===== src/rtl/seg_display_if.sv =====
// seg_display_if: display driver bus (value/sign/blank in, segments/anodes/busy out)
// Ports: value[5:0], is_negative, blank from the producer; seg[6:0], an[2:0], busy from the driver
interface seg_display_if;
  logic [5:0] value;
  logic       is_negative;
  logic       blank;
  logic [6:0] seg;
  logic [2:0] an;
  logic       busy;
  modport master(output value, is_negative, blank, input seg, an, busy);
  modport slave(input value, is_negative, blank, output seg, an, busy);
endinterface


===== src/rtl/seg_display_driver.sv =====
// seg_display_driver: 6-bit magnitude + sign to a 3-digit multiplexed active-low seven-segment display
// Ports: clk; reset (sync, active-low); bus (slave): value, is_negative, blank in; seg {g..a}, an {sign,tens,ones}, busy out
module seg_display_driver #(
  parameter int REFRESH_DIV = 100000,
  parameter int CNT_W = $clog2(REFRESH_DIV)
) (
  input logic clk,
  input logic reset,
  seg_display_if.slave bus
);
  localparam logic [6:0] BLANK = 7'b1111111;
  localparam logic [6:0] MINUS = 7'b0111111;
  typedef enum logic [1:0] {IDLE, SHIFT, COMMIT} state_t;
  state_t           state_q;
  logic             pending_q, neg_q, busy_q, wrap;
  logic [5:0]       val_q, sh_q, sh_d;
  logic [7:0]       bcd_q, bcd_d, adj;
  logic [2:0]       it_q, an_q, an_d;
  logic [6:0]       ones_q, tens_q, sign_q, seg_q, seg_d;
  logic [CNT_W-1:0] cnt_q, cnt_d;
  logic [1:0]       idx_q, idx_d;

  function automatic logic [6:0] seg_code(input logic [3:0] d);
    case (d)
      4'd0: seg_code = 7'b1000000;
      4'd1: seg_code = 7'b1111001;
      4'd2: seg_code = 7'b0100100;
      4'd3: seg_code = 7'b0110000;
      4'd4: seg_code = 7'b0011001;
      4'd5: seg_code = 7'b0010010;
      4'd6: seg_code = 7'b0000010;
      4'd7: seg_code = 7'b1111000;
      4'd8: seg_code = 7'b0000000;
      4'd9: seg_code = 7'b0010000;
      default: seg_code = BLANK;
    endcase
  endfunction

  always_comb begin
    // one double-dabble step: add-3 correction, then shift the binary MSB into the BCD LSB
    adj = {bcd_q[7:4] >= 4'd5 ? bcd_q[7:4] + 4'd3 : bcd_q[7:4],
           bcd_q[3:0] >= 4'd5 ? bcd_q[3:0] + 4'd3 : bcd_q[3:0]};
    {bcd_d, sh_d} = {adj, sh_q} << 1;
    wrap = cnt_q == CNT_W'(REFRESH_DIV - 1);
    cnt_d = wrap ? '0 : cnt_q + CNT_W'(1);
    idx_d = !wrap ? idx_q : idx_q == 2'd2 ? 2'd0 : idx_q + 2'd1;
    seg_d = idx_q == 2'd0 ? ones_q : idx_q == 2'd1 ? tens_q : sign_q;
    an_d = bus.blank ? 3'b111 : ~(3'b001 << idx_q);
  end

  always_ff @(posedge clk) begin
    if (!reset) begin
      state_q   <= IDLE;
      pending_q <= 1'b1;
      busy_q    <= 1'b0;
      val_q     <= '0;
      neg_q     <= 1'b0;
      bcd_q     <= '0;
      sh_q      <= '0;
      it_q      <= '0;
      ones_q    <= BLANK;
      tens_q    <= BLANK;
      sign_q    <= BLANK;
      seg_q     <= BLANK;
      an_q      <= 3'b111;
      cnt_q     <= '0;
      idx_q     <= '0;
    end else begin
      cnt_q <= cnt_d;
      idx_q <= idx_d;
      seg_q <= seg_d;
      an_q  <= an_d;
      case (state_q)
        IDLE: if (pending_q || {bus.value, bus.is_negative} != {val_q, neg_q}) begin
          val_q     <= bus.value;
          neg_q     <= bus.is_negative;
          pending_q <= 1'b0;
          bcd_q     <= '0;
          sh_q      <= bus.value;
          it_q      <= '0;
          busy_q    <= 1'b1;
          state_q   <= SHIFT;
        end
        SHIFT: begin
          bcd_q <= bcd_d;
          sh_q  <= sh_d;
          it_q  <= it_q + 3'd1;
          if (it_q == 3'd5) state_q <= COMMIT;
        end
        COMMIT: begin
          ones_q  <= seg_code(bcd_q[3:0]);
          tens_q  <= bcd_q[7:4] == 4'd0 ? BLANK : seg_code(bcd_q[7:4]);
          sign_q  <= neg_q ? MINUS : BLANK;
          busy_q  <= 1'b0;
          state_q <= IDLE;
        end
        default: state_q <= IDLE;
      endcase
    end
  end

  assign bus.seg  = seg_q;
  assign bus.an   = an_q;
  assign bus.busy = busy_q;
endmodule


===== src/flat_wrapper.sv =====
// flat-port wrapper written by rule: the top's interface ports become plain ports
module seg_display_driver_flat 
#(
  parameter int REFRESH_DIV = 100000,
  parameter int CNT_W = $clog2(REFRESH_DIV)
)
  (clk, reset, bus_value, bus_is_negative, bus_blank, bus_seg, bus_an, bus_busy);
  seg_display_if bus_i ();
  input logic clk;
  input logic reset;
  input wire logic [$bits(bus_i.value)-1:0] bus_value;
  input wire logic [$bits(bus_i.is_negative)-1:0] bus_is_negative;
  input wire logic [$bits(bus_i.blank)-1:0] bus_blank;
  output wire logic [$bits(bus_i.seg)-1:0] bus_seg;
  output wire logic [$bits(bus_i.an)-1:0] bus_an;
  output wire logic [$bits(bus_i.busy)-1:0] bus_busy;
  assign bus_i.value = bus_value;
  assign bus_i.is_negative = bus_is_negative;
  assign bus_i.blank = bus_blank;
  assign bus_seg = bus_i.seg;
  assign bus_an = bus_i.an;
  assign bus_busy = bus_i.busy;
  seg_display_driver #(.REFRESH_DIV(REFRESH_DIV), .CNT_W(CNT_W)) u_core (.clk(clk), .reset(reset), .bus(bus_i));
endmodule

===== config.mk =====
export PLATFORM = sky130hd
export DESIGN_NAME = seg_display_driver_flat
export DESIGN_NICKNAME = d
export VERILOG_FILES = /design/src/rtl/seg_display_if.sv /design/src/rtl/seg_display_driver.sv /design/src/flat_wrapper.sv
export SDC_FILE = /design/constraint.sdc
export NUM_CORES = 1
export LEC_CHECK = 0
export ABC_AREA = 1
export CAP_MARGIN = 10
export CELL_PAD_IN_SITES_DETAIL_PLACEMENT = 1
export CELL_PAD_IN_SITES_GLOBAL_PLACEMENT = 2
export CORE_MARGIN = 5
export CORE_UTILIZATION = 35
export DETAILED_ROUTE_END_ITERATION = 8
export PLACE_DENSITY = 0.9
export SYNTH_ARGS = -nofsm -noshare
export SYNTH_HDL_FRONTEND = slang
export SYNTH_SLANG_ARGS = --single-unit
export TNS_END_PERCENT = 1

===== constraint.sdc =====
create_clock -name clk -period 2.15 [get_ports clk]
set_input_delay 0.43 -clock clk [delete_from_list [all_inputs] [get_ports clk]]
set_output_delay 0.43 -clock clk [all_outputs]
set_load 0.02 [all_outputs]

==> impl_metrics.ini, run 1 <==
[sta]
max-slew-margin-rel = 0.621
max_clock_freq_mhz = 494
finalCriticalPeriod_ns = 2.02
hold_viol_final = 0
finClkSkew_ns = 0.0106
fin_setup_tns_ns = 0
report.final.slew_viol_count = 0
timing_worst_slew_pin_value_ns = 0.565
min_period_over_period = 0.941
setup_viol = 0

[layout]
insertedDiodeCount = 0
area.growth.synth_to_final_pct = 21.0
nNetsFinal = 529
layout-drive-gt1-share = 0.154

[routing]
finalWirelength_mm = 8.65
initialDrtViolationCount = 131
via_count = 3125
drcViolationCount = 0
drtPass1Iterations = 4
antenna_violating_nets_post_route = 0
drt-wirelength-per-cell_um = 13.5
vias_per_cell = 4.88

[placement]
port_buffers = 20
dpl.hpwl_mm = 6.43
globalplace.congestion = 0.820

[critical_path]
critical-path-top-cell-by-count = nand2_1
critical_path_max_stage_delay_ns = 0.48
critical_path.endpoint_type = register
arrival_ns = 2.32
worst-setup-path-type = input port to register
worst_ep_required_time_ns = 2.45
crit_slowest_cell = clkdlybuf4s50_1
startpoint_type = input port
critical_path.cell_chain = clkdlybuf4s50_1 > inv_1 > nand2_1 > nand2_1 > inv_1 > nand2_1 > nor2_2 > nand3_2 > nand3_2 > nand2_4 > buf_4 > inv_2 > ha_1 > inv_1 > nand3_2 > nand3_1 > nand2_1
cp_max_fo = 4

[floorplan]
fp.dieH_um = 111
initial_core_util = 0.360
rows = 36
coreArea_sq_um = 9820
boundaryPins = 21
floorplan.die_area_sq_um = 12200
die_w_um = 111

[grt]
globalRouteTotalUtil = 0.146
grt_first_pass_wirelength_mm = 15.1
grt_max_degree = 40
vias_in_the_first_global_route = 3308
overflow_left_after_global_routing = 0
grt_antenna_before_repair = 0

[synthesis]
synth_nets = 487
syn_area_sq_um = 3540
synth_area_per_cell_sq_um = 7.68
ys_seq_elements = 79
synthDistinctLibCells = 41
synthDominantAreaCellType = dfxtp_1
yosysSeqAreaShare = 0.447
asyncSetResetFlopFracSynth = 0
synthesis.instances = 461
ys.warnings.count = 0
netlist_top_cells_count = nand2_1, dfxtp_1, inv_1
synth-edff-count = 0
yosys.area.top_type_share = 0.447
synth_flop_cell = dfxtp_1
synth_area_leaders = dfxtp_1, nand2_1, inv_1
synth_most_common_cell = nand2_1

[pwr]
design_power_total_mw = 2.85
irDropWorstVdd_uv = 393
cellLeakagePower_nw = 1.84
cellPowerDensity_nw_per_um2 = 666

[job]
cap_viol_max_count = 0

[clock_tree]
cts_inserted_buffers = 9
post_cts_clock_slew_at_the_launch_and_capture_registers_of_the_worst_setup_and_hold_paths_ns = 0.08
clock-root-buffer = clkbuf_8
worstSkewPairLatency_ns = 0.36
cts.sinks = 79
cts_tree = built
cts_max_level = 3
clock_path_buffers = 2

[outcome]
run_status = finished, final reports clean

[hold_path]
hold_path.class = input port to register
==> cell usage in the layout (no fill, tap or decap), types with 4 or more instances in the layout <==
master            n
nand3_2           7
clkdlybuf4s50_1  18
o21ai_0          17
ha_1             15
a22oi_1           6
dfxtp_1          77
o21ai_1           4
a21oi_1          38
o22ai_1          14
clkbuf_8         10
nor2_1           32
o211ai_1          4
nor3_1            4
nand3_1          19
buf_4            22
inv_2             8
nand2_1          98
inv_1            56
nor2_2            6
nand4_1           4
nand2_2           4
==> layer usage <==
| layer | part of all wire | global-route usage | wire (um) | vias to the layer above |
|---|---|---|---|---|
| met5 | 0 | 0 | 0 | - |
| met4 | 0.014 | 0.0386 | 121 | 0 |
| met3 | 0.026 | 0.0421 | 225 | 11 |
| met2 | 0.49 | 0.260 | 4240 | 22 |
| met1 | 0.47 | 0.171 | 4070 | 1493 |
| li1 | - | - | - | 1599 |
==> worst paths after layout <==
path,start,endpoint,slack (ns),cells after the start
worst max register to register,u_core.bcd_q[1]$_SDFFE_PN0P_,register,0.16,14
worst min register to register,register,u_core.tens_q[3]$_SDFFE_PN1P_,0.45,2
worst max-delay path,bus_value[5],register,0.13,17
worst min-delay path,bus_is_negative,u_core.neg_q$_SDFFE_PN0P_,0.44,3
==> through the flow <==
step | cell area (sq um) | cells | utilization | setup slack (ns) | hold WS [ns]
2_1_floorplan | 3540 | 461 | - | 0.278 | 0.417
3_3_place_gp | 3990 | 622 | 0.407 | -0.264 | 0.429
3_5_place_dp | 3990 | 622 | 0.407 | -0.337 | 0.432
4_1_cts | 4190 | 638 | 0.427 | 0.0452 | 0.452
5_1_grt | 4280 | 641 | 0.436 | -0.0211 | 0.471
6_report | 4280 | 641 | 0.436 | 0.128 | 0.438
==> registers in the layout, summed over array words and instances (netlist names), 3 cells and up, named ones only <==
register and cells:
u_core.it_q 3, u_core.bcd_q 8, u_core.ones_q 7, u_core.bus.an 3, u_core.val_q 6, u_core.sh_q 6
u_core.tens_q 7, u_core.cnt_q 17, u_core.bus.seg 7
==> cells by family after synthesis <==
logic type | synth area share
buffers and inverters | 0.0855
AND/OR/NAND/NOR | 0.240
flip-flops | 0.447
AO/OA/AOI/OAI | 0.161
XOR/XNOR | 0.00990
adder cells (fa/ha/maj) | 0.0566
==> repair_timing <==
| action | 4_1_cts | 5_1_grt |
|---|---|---|
| endpoints found under the setup margin | 0 | 7 |
| hold buffers | 0 | 0 |
| resized for setup | 0 | 19 |
| setup buffers | 0 | 3 |
==> area by class of cell <==
cell class	count	area [sq um]
inverter	65	246
tap	133	166
fill	1241	5540
sequential	79	1580
multi-input combinational	306	1720
clock inverter	5	57.6
clock buffer	11	141
timing repair buffer	42	370
==> critical path: cells and delay by family <==
family | cells | cell delay (ns)
AND/OR/NAND/NOR | 10 | 0.90
buffers and inverters | 6 | 0.85
adder cells (fa/ha/maj) | 1 | 0.15
==> power breakdown <==
| part | switching [mW] | internal [mW] | total [mW] |
|---|---|---|---|
| Sequential | 0.0230 | 1.49 | 1.52 |
| Clock | 0.556 | 0.569 | 1.12 |
| Combinational | 0.128 | 0.0811 | 0.209 |
Note: power is estimated with default switching activity, not from simulation.
==> run 2: changes to the inputs <==
--- a/config.mk
+++ b/config.mk
@@ -10,9 +10,10 @@
 export CELL_PAD_IN_SITES_DETAIL_PLACEMENT = 1
 export CELL_PAD_IN_SITES_GLOBAL_PLACEMENT = 2
 export CORE_MARGIN = 5
-export CORE_UTILIZATION = 35
+export CORE_UTILIZATION = 36
+export CTS_BUF_LIST = sky130_fd_sc_hd__clkbuf_8
 export DETAILED_ROUTE_END_ITERATION = 8
-export PLACE_DENSITY = 0.9
+export PLACE_DENSITY = 0.92
 export SYNTH_ARGS = -nofsm -noshare
 export SYNTH_HDL_FRONTEND = slang
 export SYNTH_SLANG_ARGS = --single-unit
==> run 2 against run 1 <==
Total power grew 7.4%. Largest cell class unchanged. Register-to-register slack lost 0.02 ns. Hold slack gained 0.012 ns. Count of clock-buffer cells in the layout shrank 2.
==> impl_metrics.ini, run 2 (same netlist as run 1, synthesis figures left out) <==
[layout]
insertedDiodeCount = 0
largest_register = u_core.cnt_q
layout_common_cells = nand2_1, dfxtp_1, inv_1, a21oi_1, nor2_1
top_regs = u_core.cnt_q (17), u_core.bcd_q (8)
cell_area_after_layout_sq_um = 4270
layout.area.seq_sq_um = 1580
layout_commonest_cell = nand2_1
layout-drive-gt1-share = 0.136
area.growth.synth_to_final_pct = 20.7
nNetsFinal = 527
largest_reg_flops = 17
multi_input_area_sq_um = 1680
n_fill_cell = 1204

[pwr]
cellLeakagePower_nw = 1.83
design_power_total_mw = 3.06
netSwitchingPower_mw = 0.709
power_frac_comb = 0.068
p_clk_frac = 0.437
power_frac_seq = 0.495
irDropWorstVdd_uv = 289
internal_power_mw = 2.35
cellPowerDensity_nw_per_um2 = 717
sw_frac = 0.232

[clock_tree]
cts_tree = built
cts_max_level = 3
cts_inserted_buffers = 9
cts.sinks = 79
clock-root-buffer = clkbuf_8
clock_path_buffers = 2
worstSkewPairLatency_ns = 0.35
cts_hold_buffers = 0
post_cts_clock_slew_at_the_launch_and_capture_registers_of_the_worst_setup_and_hold_paths_ns = 0.09

[sta]
hold_viol_final = 0
grt_setup_unrepaired = yes
min_period_over_period = 0.938
report.final.slew_viol_count = 0
setup_viol = 0
max-slew-margin-rel = 0.636
setup_slack_ns = 0.133
max_clock_freq_mhz = 496
finalCriticalPeriod_ns = 2.02
finClkSkew_ns = 0.0130
timing_worst_slew_pin_value_ns = 0.542

[routing]
dr_wl_met3_um = 217
finalWirelength_mm = 8.55
wl_met2_mm = 4.27
vias_per_cell = 4.89
top_layer = met4
drcViolationCount = 0
antenna_violating_nets_post_route = 0
via_count = 3124
initialDrtViolationCount = 143
drtPass1Iterations = 4
met1_length_mm = 3.96
drt-wirelength-per-cell_um = 13.4

[placement]
place_worst_setup_slack_ns = -0.342
placedInstanceArea_sq_um = 3990
port_buffers = 20
globalplace.congestion = 0.831
dpl.hpwl_mm = 6.22

[floorplan]
boundaryPins = 21
fp.dieH_um = 109
rows = 36
initial_core_util = 0.366
floorplan.die_area_sq_um = 11900
die_w_um = 109
coreArea_sq_um = 9680

[grt]
grt_max_degree = 40
globalRouteTotalUtil = 0.153
grt_first_pass_wirelength_mm = 14.6
grt_antenna_before_repair = 0
overflow_left_after_global_routing = 0
vias_in_the_first_global_route = 3218

[hold_path]
hold_path.class = register to register

[critical_path]
worst_setup_path_startpoint = bus_value[5]
worst_ep_required_time_ns = 2.39
arrival_ns = 2.25
critical_path.endpoint_type = register
startpoint_type = input port
worst-setup-path-type = input port to register
r2r_cells = 11
worstReg2RegStart = u_core.bcd_q[0]$_SDFFE_PN0P_
timing.reg2reg.setup_slack_ns = 0.14
cp_max_fo = 5

[outcome]
run_status = finished, final reports clean

[job]
cap_viol_max_count = 0
==> run 2: changes by cell type in the layout (fill, tap and decap cells not counted), sizes merged, moves of 2 or more <==
cell    previous run  this run
bufinv             1         3
inv               65        67
clkinv             4         2
buf               22        20
clkbuf            11         9
==> run 2: what timing repair did <==
item | 4_1_cts | 5_1_grt
setup buffers | 0 | 2
resized for setup | 0 | 10
endpoints found under the setup margin | 0 | 6
==> run 2: final cells by class <==
| cell class | instances | area share |
|---|---|---|
| timing repair buffer | 40 | 0.0826 |
| tap | 133 | 0.0389 |
| clock inverter | 7 | 0.0281 |
| clock buffer | 9 | 0.0290 |
| multi-input combinational | 306 | 0.394 |
| inverter | 65 | 0.0577 |
| sequential | 79 | 0.370 |
==> run 2: worst min-delay path by stage <==
| stage | endpoint | start | cells after the start |
|---|---|---|---|
| floorplan | u_core.cnt_q[0]$_SDFF_PP0_ | u_core.cnt_q[0]$_SDFF_PP0_ | 1 |
| global placement | u_core.tens_q[6]$_SDFFE_PN1P_ | register | 2 |
| detailed placement | u_core.tens_q[5]$_SDFFE_PN1P_ | register | 2 |
| CTS | u_core.tens_q[5]$_SDFFE_PN1P_ | register | 2 |
| global route | u_core.tens_q[4]$_SDFFE_PN1P_ | register | 2 |
| finish | u_core.tens_q[6]$_SDFFE_PN1P_ | register | 2 |
==> run 2: layer usage <==
| metal | up-vias | GRT usage |
|---|---|---|
| met3 | 8 | 0.0343 |
| met1 | 1492 | 0.185 |
| met5 | - | 0 |
| met2 | 32 | 0.268 |
| li1 | 1592 | - |
| met4 | 0 | 0.0496 |
==> run 2: power groups by stage <==
stage | registers [mW] | clock network [mW] | logic, mW
floorplan | 1.55 | 0 | 0.131
global placement | 1.55 | 0 | 0.200
detailed placement | 1.55 | 0 | 0.206
CTS | 1.52 | 1.37 | 0.208
global route | 1.52 | 1.45 | 0.233
finish | 1.52 | 1.34 | 0.207
==> run 2: metrics by stage <==
| step | utilization | TNS (ns) | std cells | hold slack (ns) |
|---|---|---|---|---|
| after floorplan | - | 0 | 461 | 0.417 |
| after detailed placement | 0.411 | -1.69 | 621 | 0.441 |
| after global routing | 0.441 | -0.0554 | 639 | 0.485 |
| after global placement | 0.411 | -1.33 | 621 | 0.431 |
| final | 0.441 | 0 | 639 | 0.450 |
| after CTS | 0.437 | 0 | 637 | 0.460 |
==> run 2: worst max-delay path, cell delays in order <==
cell	delay [ns]
clkdlybuf4s50_1	0.48
inv_1	0.05
nand2_1	0.06
nand2_1	0.05
inv_1	0.05
nand2_1	0.05
nor2_2	0.13
nand3_2	0.16
nand3_2	0.10
nand2_2	0.09
ha_1	0.30
inv_1	0.05
nand3_1	0.09
nand3_1	0.11
nand2_1	0.05
==> run 3: changes to the inputs <==
--- a/config.mk
+++ b/config.mk
@@ -7,13 +7,13 @@
 export LEC_CHECK = 0
 export ABC_AREA = 1
 export CAP_MARGIN = 10
-export CELL_PAD_IN_SITES_DETAIL_PLACEMENT = 1
-export CELL_PAD_IN_SITES_GLOBAL_PLACEMENT = 2
+export CELL_PAD_IN_SITES_DETAIL_PLACEMENT = 0
+export CELL_PAD_IN_SITES_GLOBAL_PLACEMENT = 1
 export CORE_MARGIN = 5
-export CORE_UTILIZATION = 36
+export CORE_UTILIZATION = 46
 export CTS_BUF_LIST = sky130_fd_sc_hd__clkbuf_8
 export DETAILED_ROUTE_END_ITERATION = 8
-export PLACE_DENSITY = 0.92
+export PLACE_DENSITY = 0.93
 export SYNTH_ARGS = -nofsm -noshare
 export SYNTH_HDL_FRONTEND = slang
 export SYNTH_SLANG_ARGS = --single-unit
==> run 3 against run 2 <==
Count of clock-buffer cells in the layout did not move. Highest routed layer unchanged. Combinational power fell by 2%. Largest power group unchanged. Die area fell by 20%. Sequential share of layout area rose by 0.65 points. Core utilization rose by 11 points. Via count fell by 4.1%.
==> impl_metrics.ini, run 3 (same netlist as run 1, synthesis figures left out) <==
[sta]
report.final.slew_viol_count = 0
max_clock_freq_mhz = 501
timing_worst_slew_pin_value_ns = 0.498
finClkSkew_ns = 0.0126
hold_viol_final = 0
fin_setup_tns_ns = 0
setup_viol = 0
min_period_over_period = 0.928
max-slew-margin-rel = 0.666
hold_ws_ns = 0.453
finalCriticalPeriod_ns = 2.00
grt_setup_unrepaired = no

[placement]
port_buffers = 20
globalplace.congestion = 0.867
placedInstanceArea_sq_um = 3950
placed_cells = 590
dpl.hpwl_mm = 5.24

[floorplan]
initial_core_util = 0.465
boundaryPins = 21
fp.dieH_um = 97.7
floorplan.die_area_sq_um = 9550
rows = 32
die_w_um = 97.7
coreArea_sq_um = 7610

[clock_tree]
post_cts_setup_buffers = 0
cts.sinks = 79
clock_path_buffers = 2
cts_max_level = 3
worstSkewPairLatency_ns = 0.36
clock-root-buffer = clkbuf_8
post_cts_clock_slew_at_the_launch_and_capture_registers_of_the_worst_setup_and_hold_paths_ns = 0.09
cts_tree = built
cts_inserted_buffers = 9

[pwr]
power_frac_seq = 0.504
irDropWorstVdd_uv = 316
p_clk_frac = 0.429
cellLeakagePower_nw = 1.79
internal_power_mw = 2.26
netSwitchingPower_mw = 0.754
cellPowerDensity_nw_per_um2 = 715
sw_frac = 0.250
power_frac_comb = 0.067

[critical_path]
arrival_ns = 2.25
cp_max_fo = 4
worst_ep_required_time_ns = 2.41
critical_path.endpoint_type = register
worst-setup-path-type = input port to register
startpoint_type = input port

[routing]
drt-wirelength-per-cell_um = 11.9
drtPass1Iterations = 4
via_count = 2997
antenna_violating_nets_post_route = 0
drcViolationCount = 0
finalWirelength_mm = 7.24
vias_per_cell = 4.95
initialDrtViolationCount = 144

[layout]
area.growth.synth_to_final_pct = 19.0
layout_commonest_cell = nand2_1
multi_input_area_sq_um = 1680
fin_cells = 606
final_util = 0.554
top_regs = u_core.cnt_q (17), u_core.bcd_q (8)
layout_common_cells = nand2_1, dfxtp_1, inv_1, a21oi_1, nor2_1
nNetsFinal = 525
largest_register = u_core.cnt_q
layout.area.seq_sq_um = 1590
insertedDiodeCount = 0
cell_area_after_layout_sq_um = 4210
layout-drive-gt1-share = 0.139
n_fill_cell = 714
largest_reg_flops = 17

[hold_path]
hold_path.class = register to register

[grt]
grt_antenna_before_repair = 0
grt_max_degree = 40
overflow_left_after_global_routing = 0
grt_first_pass_wirelength_mm = 12.6
vias_in_the_first_global_route = 2870
globalRouteTotalUtil = 0.159

[outcome]
run_status = finished, final reports clean

[job]
cap_viol_max_count = 0
## run 3: cell count changes in the layout (fill, tap and decap cells not counted), sizes merged
| cell | delta |
|---|---|
| clkinvlp | +1 |
| inv | +2 |
| clkinv | -2 |
| dlymetal6s2s | -1 |
| clkdlybuf4s50 | +1 |
| bufinv | -1 |
| buf | -2 |
## run 3: final timing paths
check                                                   from                         end  slack [ns]  cells past startpoint
worst max register to register  u_core.bcd_q[0]$_SDFFE_PN0P_                    register        0.17                     11
worst min register to register    u_core.cnt_q[0]$_SDFF_PP0_  u_core.cnt_q[0]$_SDFF_PP0_        0.45                      1
worst min-delay path              u_core.cnt_q[0]$_SDFF_PP0_  u_core.cnt_q[0]$_SDFF_PP0_        0.45                      1
worst max-delay path                            bus_value[5]                    register        0.15                     15
## run 3: layout make-up
class | count | area share
Inverter | 65 | 0.0585
Sequential cell | 79 | 0.377
Multi-Input combinational cell | 306 | 0.399
Clock buffer | 9 | 0.0294
Timing Repair Buffer | 38 | 0.0796
Clock inverter | 7 | 0.0261
Tap cell | 102 | 0.0303
## run 3: metal layers
metal	up-vias	GRT usage	part of all wire
met5	-	0	0
met4	0	0.0714	0.017
met3	11	0.0302	0.042
met2	41	0.270	0.48
met1	1356	0.195	0.46
li1	1589	-	-
## run 3: power groups by stage
stage	registers (mW)	logic [mW]	clock network (mW)
after floorplan	1.55	0.131	0
after global placement	1.55	0.196	0
after detailed placement	1.55	0.200	0
after CTS	1.52	0.202	1.32
after global routing	1.52	0.227	1.39
final	1.52	0.203	1.29
## run 3: worst max-delay path, stage by stage
cell,delay (ns)
clkdlybuf4s50_1,0.49
inv_1,0.06
nand2_1,0.05
nand2_1,0.05
inv_1,0.05
nand2_1,0.06
nor2_2,0.11
nand3_2,0.11
nand3_1,0.11
nand2_2,0.09
ha_1,0.30
inv_1,0.06
nand3_1,0.11
nand3_1,0.13
nand2_1,0.05
## run 3: repair_timing
item / CTS / global route
setup endpoints to repair: 1 / 6
hold buffers: 0 / 0
resized for setup: 1 / 11
hold endpoints to repair: 0 / 0
pin swaps: 0 / 0
## run 3: stage by stage
stage | worst slack [ns] | total power [mW]
after global routing | 0.00561 | 3.14
after floorplan | 0.278 | 1.68
final | 0.155 | 3.01
after global placement | -0.183 | 1.75
after detailed placement | -0.246 | 1.75
after CTS | 0.0714 | 3.04
